### src/rtl/parking_pin_entry.sv
// rtl/parking_pin_entry.sv - keypad PIN collector and gate-controller handshake
module parking_pin_entry #(
  parameter int ACK_CYCLES   = 2,
  parameter int RESP_TIMEOUT = 8
) (
  input  logic        clk,
  input  logic        rst,
  input  logic        key_valid,
  input  logic [3:0]  key_digit,
  input  logic        key_clear,
  input  logic        key_enter,
  input  logic        open_gate,
  input  logic        close_gate,
  input  logic        blocked_gate,
  output logic [15:0] code,
  output logic        code_ack,
  output logic [2:0]  digit_count,
  output logic        entry_error,
  output logic [1:0]  wrong_count,
  output logic        busy,
  output logic        locked
);

  localparam int AW = (ACK_CYCLES > 1) ? $clog2(ACK_CYCLES) : 1;
  localparam int TW = (RESP_TIMEOUT > 1) ? $clog2(RESP_TIMEOUT) : 1;

  typedef enum logic [2:0] {
    S_IDLE    = 3'd0,
    S_SEND    = 3'd1,
    S_WAIT    = 3'd2,
    S_GRANTED = 3'd3,
    S_LOCKED  = 3'd4
  } state_t;

  state_t        state;
  state_t        state_nxt;
  logic [AW-1:0] ack_cnt;
  logic [TW-1:0] to_cnt;

  // Enter is judged against the digit count held before this cycle's key.
  logic full;
  logic digit_ok;
  logic enter_go;
  logic ack_done;
  logic to_done;

  assign full     = (digit_count == 3'd4);
  assign digit_ok = key_valid && (key_digit <= 4'd9) && !full;
  assign enter_go = key_enter && !key_clear && full;
  assign ack_done = (ack_cnt == '0);
  assign to_done  = (to_cnt == '0);

  // State register
  always_ff @(posedge clk) begin
    if (rst) state <= S_IDLE;
    else     state <= state_nxt;
  end

  // Next-state logic; a lockout request preempts every other transition
  always_comb begin
    state_nxt = state;
    if (blocked_gate) begin
      state_nxt = S_LOCKED;
    end else begin
      case (state)
        S_IDLE:    if (enter_go) state_nxt = S_SEND;
        S_SEND:    if (ack_done) state_nxt = S_WAIT;
        S_WAIT: begin
          if (open_gate)    state_nxt = S_GRANTED;
          else if (to_done) state_nxt = S_IDLE;
        end
        S_GRANTED: if (close_gate) state_nxt = S_IDLE;
        default:   state_nxt = state;
      endcase
    end
  end

  // Datapath: digit buffer, handshake counters, retry counter, error pulse
  always_ff @(posedge clk) begin
    if (rst) begin
      code        <= '0;
      digit_count <= '0;
      wrong_count <= '0;
      entry_error <= 1'b0;
      ack_cnt     <= '0;
      to_cnt      <= '0;
    end else begin
      entry_error <= 1'b0;
      if (!blocked_gate) begin
        case (state)
          S_IDLE: begin
            ack_cnt <= AW'(ACK_CYCLES - 1);
            if (key_clear) begin
              code        <= '0;
              digit_count <= '0;
            end else begin
              if (key_valid) begin
                if (digit_ok) begin
                  code        <= {code[11:0], key_digit};
                  digit_count <= digit_count + 3'd1;
                end else begin
                  entry_error <= 1'b1;
                end
              end
              // A short entry discards everything, including a digit taken this cycle.
              if (key_enter && !full) begin
                entry_error <= 1'b1;
                code        <= '0;
                digit_count <= '0;
              end
            end
          end
          S_SEND: begin
            if (ack_done) to_cnt  <= TW'(RESP_TIMEOUT - 1);
            else          ack_cnt <= ack_cnt - AW'(1);
          end
          S_WAIT: begin
            if (open_gate) begin
              wrong_count <= '0;
            end else if (to_done) begin
              if (wrong_count != 2'd3) wrong_count <= wrong_count + 2'd1;
              code        <= '0;
              digit_count <= '0;
            end else begin
              to_cnt <= to_cnt - TW'(1);
            end
          end
          S_GRANTED: begin
            if (close_gate) begin
              code        <= '0;
              digit_count <= '0;
            end
          end
          default: ;
        endcase
      end
    end
  end

  // State-decoded outputs
  always_comb begin
    code_ack = (state == S_SEND);
    busy     = (state != S_IDLE);
    locked   = (state == S_LOCKED);
  end

endmodule

### config.mk
export PLATFORM = sky130hd
export DESIGN_NAME = parking_pin_entry
export DESIGN_NICKNAME = d
export VERILOG_FILES = /design/src/rtl/parking_pin_entry.sv
export SDC_FILE = /design/constraint.sdc
export NUM_CORES = 1
export LEC_CHECK = 0
export CORE_ASPECT_RATIO = 1.25
export CORE_MARGIN = 2
export CORE_UTILIZATION = 40
export DETAILED_ROUTE_END_ITERATION = 6
export PLACE_DENSITY = 0.7
export SYNTH_ARGS = -nofsm -noshare
export SYNTH_HDL_FRONTEND = slang
export SYNTH_SLANG_ARGS = --single-unit
export TNS_END_PERCENT = 20
### constraint.sdc
create_clock -name clk -period 1.7 [get_ports clk]
set_input_delay 0.34 -clock clk [delete_from_list [all_inputs] [get_ports clk]]
set_output_delay 0.34 -clock clk [all_outputs]
set_load 0.005 [all_outputs]
==> Yosys cells after proc, flatten, opt, wreduce, memory -nomap -nowiden <==
Cells that the tools add are included.
{ "op_classes": {"n_addsub": 4, "multipliers": 0, "div_mod_pow": 0, "order_cmp": 1, "eq_ne": 19, "shift": 0, "muxes": 33, "bitwise": 2, "n_reduce_logical": 25} }
{ "op_table": {"columns": ["cell", "count"], "rows": [
  ["16-bit 2-to-1 mux", 7],
  ["16-bit case mux with 3 select lines", 1],
  ["3-bit 2-to-1 mux", 14],
  ["5-bit AND reduction", 3],
  ["2-bit != test, second input constant", 7],
  ["3-bit != test, second input constant", 4],
  ["4-bit != test, second input constant", 3],
  ["3-bit case mux with 4 select lines", 1],
  ["3-bit case mux with 3 select lines", 1],
  ["2-bit nonzero test", 4],
  ["7-bit AND reduction", 1],
  ["3-bit by 2-bit == test with 1-bit output, second input constant", 2],
  ["3-bit == test, second input constant", 2],
  ["3-bit zero test", 2],
  ["2-bit 2-to-1 mux", 3],
  ["3-bit case mux with 2 select lines", 1],
  ["3-bit nonzero test", 2],
  ["1-bit logical AND", 5],
  ["5-bit nonzero test", 1],
  ["4-bit <= comparator, second input constant", 1],
  ["1-bit 2-to-1 mux", 4],
  ["4-bit AND reduction", 1],
  ["4-bit nonzero test", 1],
  ["4-bit OR reduction", 1],
  ["10 further kinds", 12]
]} }
{ "totals": {"register_bits": 29, "latch_bits": 0, "mem_bits_rw": 0, "romBits": 0, "input_bits": 12, "output_inout_bits": 25, "mem_count": 0} }

==> Logic depth before layout (Yosys ltp) <==
{ "depth": {"depth_word": 8, "depth_mapped": 8} }

==> Worst setup path before layout <==
Ideal clock, no wire load.
{ "synth_path": {"path_type": "reg-to-reg", "start": "register digit_count[0]", "end": "register digit_count[2]", "setup_ns": 0.130, "arrival_time_ns": 1.772, "required_time_ns": 1.570, "slack_ns": -0.202, "stages_incl_launch_ff": 8, "cell_sequence": "dfxtp_1 inv_1 ha_1 a21boi_0 nor3_1 clkbuf_1 a211oi_1 o32ai_2"} }
{ "synth_between": {"elab_chain_cells": 6} }
{ "synth_lines": {"columns": ["element", "line", "text"], "rows": [
  ["start: declaration", "17", "output logic [2:0] digit_count,"],
  ["start signal: assignment", "100", "digit_count <= digit_count + 3'd1;"],
  ["3-bit by 1-bit adder with 3-bit output or 3-bit == test (tied branches)", "100, 47", null],
  ["3-bit 2-to-1 mux or 1-bit zero test (tied branches)", "98, 48, 106", null],
  ["3-bit 2-to-1 mux or 1-bit logical AND (tied branches)", "97, 106", null],
  ["3-bit 2-to-1 mux", "106", "if (key_enter && !full) begin"],
  ["3-bit 2-to-1 mux", "93", "if (key_clear) begin"],
  ["3-bit case mux with 3 select lines", "90", "case (state)"]
]} }
Parallel ways exist; a longest one is shown, timed or not. The select of a mux whose other input is x is not followed.
A chain may end at the register's enable or synchronous reset.

==> Worst setup path in the final report <==
{ "layout_path": {"start": "register to_cnt[0]", "end": "register code[10]"} }
{ "layout_between": {"elab_chain_cells": 3} }
{ "layout_lines": {"columns": ["element", "line", "text"], "rows": [
  ["start: declaration", "38", "logic [TW-1:0] to_cnt;"],
  ["start signal: assignment", "114", "if (ack_done) to_cnt <= TW'(RESP_TIMEOUT - 1);"],
  ["start signal: assignment", "125", "to_cnt <= to_cnt - TW'(1);"],
  ["3-bit zero test", "51", "assign to_done = (to_cnt == '0);"],
  ["2-bit != test (no source line)", null, null],
  ["7-bit AND reduction (no source line)", null, null],
  ["end signal: assignment", "99", "code <= {code[11:0], key_digit};"],
  ["end: declaration", "15", "output logic [15:0] code,"]
]} }
Every way passes these cells.

==> run summary <==
=====================================================================================
Worst clock skew on the final layout                                       0.00720 ns
Cell breakdown of the critical path                                      inv_2 -> ha_4 -> ha_4 -> nor3b_4 -> a2111o_1 -> clkbuf_16 -> o21ai_1 -> a21oi_1
Count of fill cells added during filler insertion                                 301
Reg2reg setup slack                                                           -0.1 ns
Core area                                                                  3540 sq um
Post-synth net total                                                              186
Final routed wire length divided by cell count                           16.8 microns
Remaining max-slew budget at the tightest pin                                   79.3%
Number of DRC markers after the initial detailed-route iteration                  103
Combinational share of power                                                    14.4%
Crit start category                                                              flop
Sequential element share of the synthesized area                                39.0%
Failing checks                                                           DRC, setup timing
Proportion of total power due to net switching                                  26.9%
Critical Path Fanout Max                                                            5
Sum of internal, switching and leakage power                                  1.46 mW
Startpoint of the tightest hold check path                               blocked_gate
First-pass DRT Iterations                                                           6
Yosys cell types                                                                   41
Worst EP arrival                                                              1.97 ns
Number of buffers created by CTS                                                    5
Number of vias per cell after detailed routing                                   5.95
Vias in the first global route                                                   1522
FP Rows                                                                            24
Time the final worst path needs with I/O delays and setup                     1.80 ns
Initial standard-cell utilization of the core                                   42.1%
Transition at the pin with the smallest max-transition slack                 0.306 ns
Upper clock frequency limit                                                   556 MHz
Remaining routing DRC violations                                                    1
Unrepaired setup endpoints after global routing                                  true
Most frequent cells in the layout                                        31 x clkdlybuf4s50_1, 24 x dfxtp_1, 22 x a21oi_1
Post CTS Setup Buffer Count                                                         0
Post-Place Worst Slack                                                      -0.478 ns
Flop pwr share                                                                  47.3%
Cell Area, Synth                                                           1490 sq um
Number of enable-type register cells in the synthesized netlist                     0
CTS tree                                                                        built
Internal Dissipation                                                          1.07 mW
Hold path depth                                                                     2
Final layout net count                                                            243
Layout overhead on the synthesized area                                         51.8%
Antenna diodes                                                                      0
WS Path Type                                                                  reg2reg
Most frequent standard cell in the layout excluding fill and tap cells   clkdlybuf4s50_1
Critical Path Slowest Stage Cell                                             a2111o_1
Share of total power in the clock network                                       38.3%
Width of the die                                                         58.6 microns
Leak pwr                                                                     0.776 nW
Source of the worst register-to-register timing path                        to_cnt[0]
CTS clock-pin slew for the worst setup and hold paths                         0.07 ns
Status                                                                   finished with violations
First-pass GRT wire length                                                    6.89 mm
Total gr overflow                                                                   0
Overall fraction of global-route tracks in use                                  21.6%
Switch Pwr                                                                   0.394 mW
Root buffer cell                                                             clkbuf_8
Fraction of registers with async set or reset after synthesis                      0%
Final count of pins violating max slew                                              0
Die footprint                                                              4230 sq um
Insertion delay to the later sink of the worst-skew pair                      0.29 ns
Crit-path max cell delay                                                      0.47 ns
Die Ht                                                                   72.2 microns
Most Frequent Cell on Critical Path                                              ha_4
Synthesis warning total                                                             0
Worst Hold Class                                                               in2reg
H-tree lvl count                                                                    2
IO Pins                                                                            37
Cell count of the worst reg-to-reg path                                             8
Post-route ant nets                                                                 0
Fraction of final layout cells with drive strength greater than 1               30.0%
Maximum root-to-sink buffer count                                                   2
Mean instance size in the synthesized netlist                              8.82 sq um
Buffer and inverter count on the worst path                                         2
IO buf count                                                                       36
Clock sink total                                                                   29
Mapped Cells                                                                      169
Top Family by Delay on Critical Path                                     compound AO/OA/AOI/OAI gates
Total routed wirelength                                                       4.47 mm
Via count of the routed design                                                   1583
Gp weighted congestion                                                          0.854
Destination of the worst register-to-register timing path                    code[10]
Post-layout util                                                                63.8%
Final Worst Setup Slack                                                    -0.0974 ns
HPWL after DPL                                                                2.95 mm
Setup crit end kind                                                              flop
Maximum Capacitance Violations                                                      0
Part of the cycle the worst path needs                                           106%
Final count of negative-setup-slack endpoints                                      22
Pwr/cell area                                                             647 nW/um^2
Initial antenna violation count                                                     0
Hold Vio Cnt, Final                                                                 0
Register bit count reported by yosys                                               29
Main flop type after synthesis                                                dfxtp_1
CP required                                                                   1.88 ns
Hold Path End                                                                state[1]
Peak supply drop                                                               471 uV
Maximum number of pins on one net before global-route repair                       21
=====================================================================================
==> how the worst max path moves through the flow <==
stage                     slack (ns)  cells past startpoint             end            from
final                           -0.1                      8        code[10]       to_cnt[0]
after detailed placement       -0.48                      6         code[3]    blocked_gate
after CTS                       -0.1                      8         code[2]       to_cnt[0]
after global placement         -0.45                      5         code[8]       key_clear
after floorplan                -0.06                      7  digit_count[2]  digit_count[0]
after global routing           -0.13                      8         code[5]       to_cnt[0]
==> per-stage QoR <==
step	setup TNS, ns	area [sq um]	hold slack, ns	instances
2_1_floorplan	-0.484	1510	0.411	169
3_3_place_gp	-9.71	2050	0.455	255
3_5_place_dp	-10.54	2050	0.473	255
4_1_cts	-1.46	2170	0.461	264
5_1_grt	-2.29	2260	0.477	266
6_report	-0.979	2260	0.458	266
==> layer usage <==
layer	share of wire, %	track usage (%)	vias to the layer above
li1	-	-	752
met2	54	39.3	52
met3	4.9	6.60	11
met4	2.4	9.85	0
met5	0	0	-
met1	38	22.1	768
==> cells in the mapped netlist (3+ instances only) <==
master    number  share of area [%]
ha_1           5                4.2
a211oi_1       6                3.0
nor3b_1        4                2.0
nor2b_1        3                1.3
nor3_1         3                1.0
a21oi_1       22                7.4
nand2_1        3               0.76
nor2_1         5                1.3
nand4_1       18                7.6
clkbuf_1       6                1.5
dfxtp_1       29                 39
inv_1          8                2.0
o21ai_1       10                3.4
buf_6          4                3.0
o21ai_0       13                4.4
==> cell type report <==
class / count / area (sq um) / area share [%]
Multi-Input combinational cell: 119 / 896 / 39.6
Timing Repair Buffer: 63 / 607 / 26.8
Sequential cell: 29 / 594 / 26.3
Clock buffer: 5 / 68.8 / 3.04
Tap cell: 39 / 48.8 / 2.16
Inverter: 8 / 30.0 / 1.33
Clock inverter: 3 / 17.5 / 0.774
==> timing repair <==
item	4_1_cts	5_1_grt
gates cloned	1	2
hold buffers	0	0
endpoints found under the setup margin	27	25
pin swaps	5	5
resized for setup	22	22
==> power groups by stage <==
stage	combinational, mW	clock [mW]	sequential [mW]
after floorplan	0.0935	0	0.707
after global placement	0.182	0	0.709
after detailed placement	0.185	0	0.710
after CTS	0.191	0.566	0.693
after global routing	0.224	0.603	0.693
final	0.211	0.561	0.692
==> state kept, by name, summed over array words and instances (netlist names) <==
signal       cells
digit_count      3
to_cnt           3
state            3
ack_cnt          1
wrong_count      2
entry_error      1
code            16
==> kinds of logic (layout without fill, tap and decap cells) <==
| kind of cell | count (synthesis) | in the layout | share of synthesized area, % |
|---|---|---|---|
| and+or+nand+nor | 51 | 51 | 21.5 |
| DFF | 29 | 29 | 39.0 |
| adders and majority gates | 5 | 5 | 4.20 |
| AOI/OAI and AO/OA | 61 | 62 | 26.8 |
| muxes | 1 | 1 | 0.672 |
| buffers and inverters | 22 | 79 | 7.89 |
Note: power is estimated with default switching activity, not from simulation.
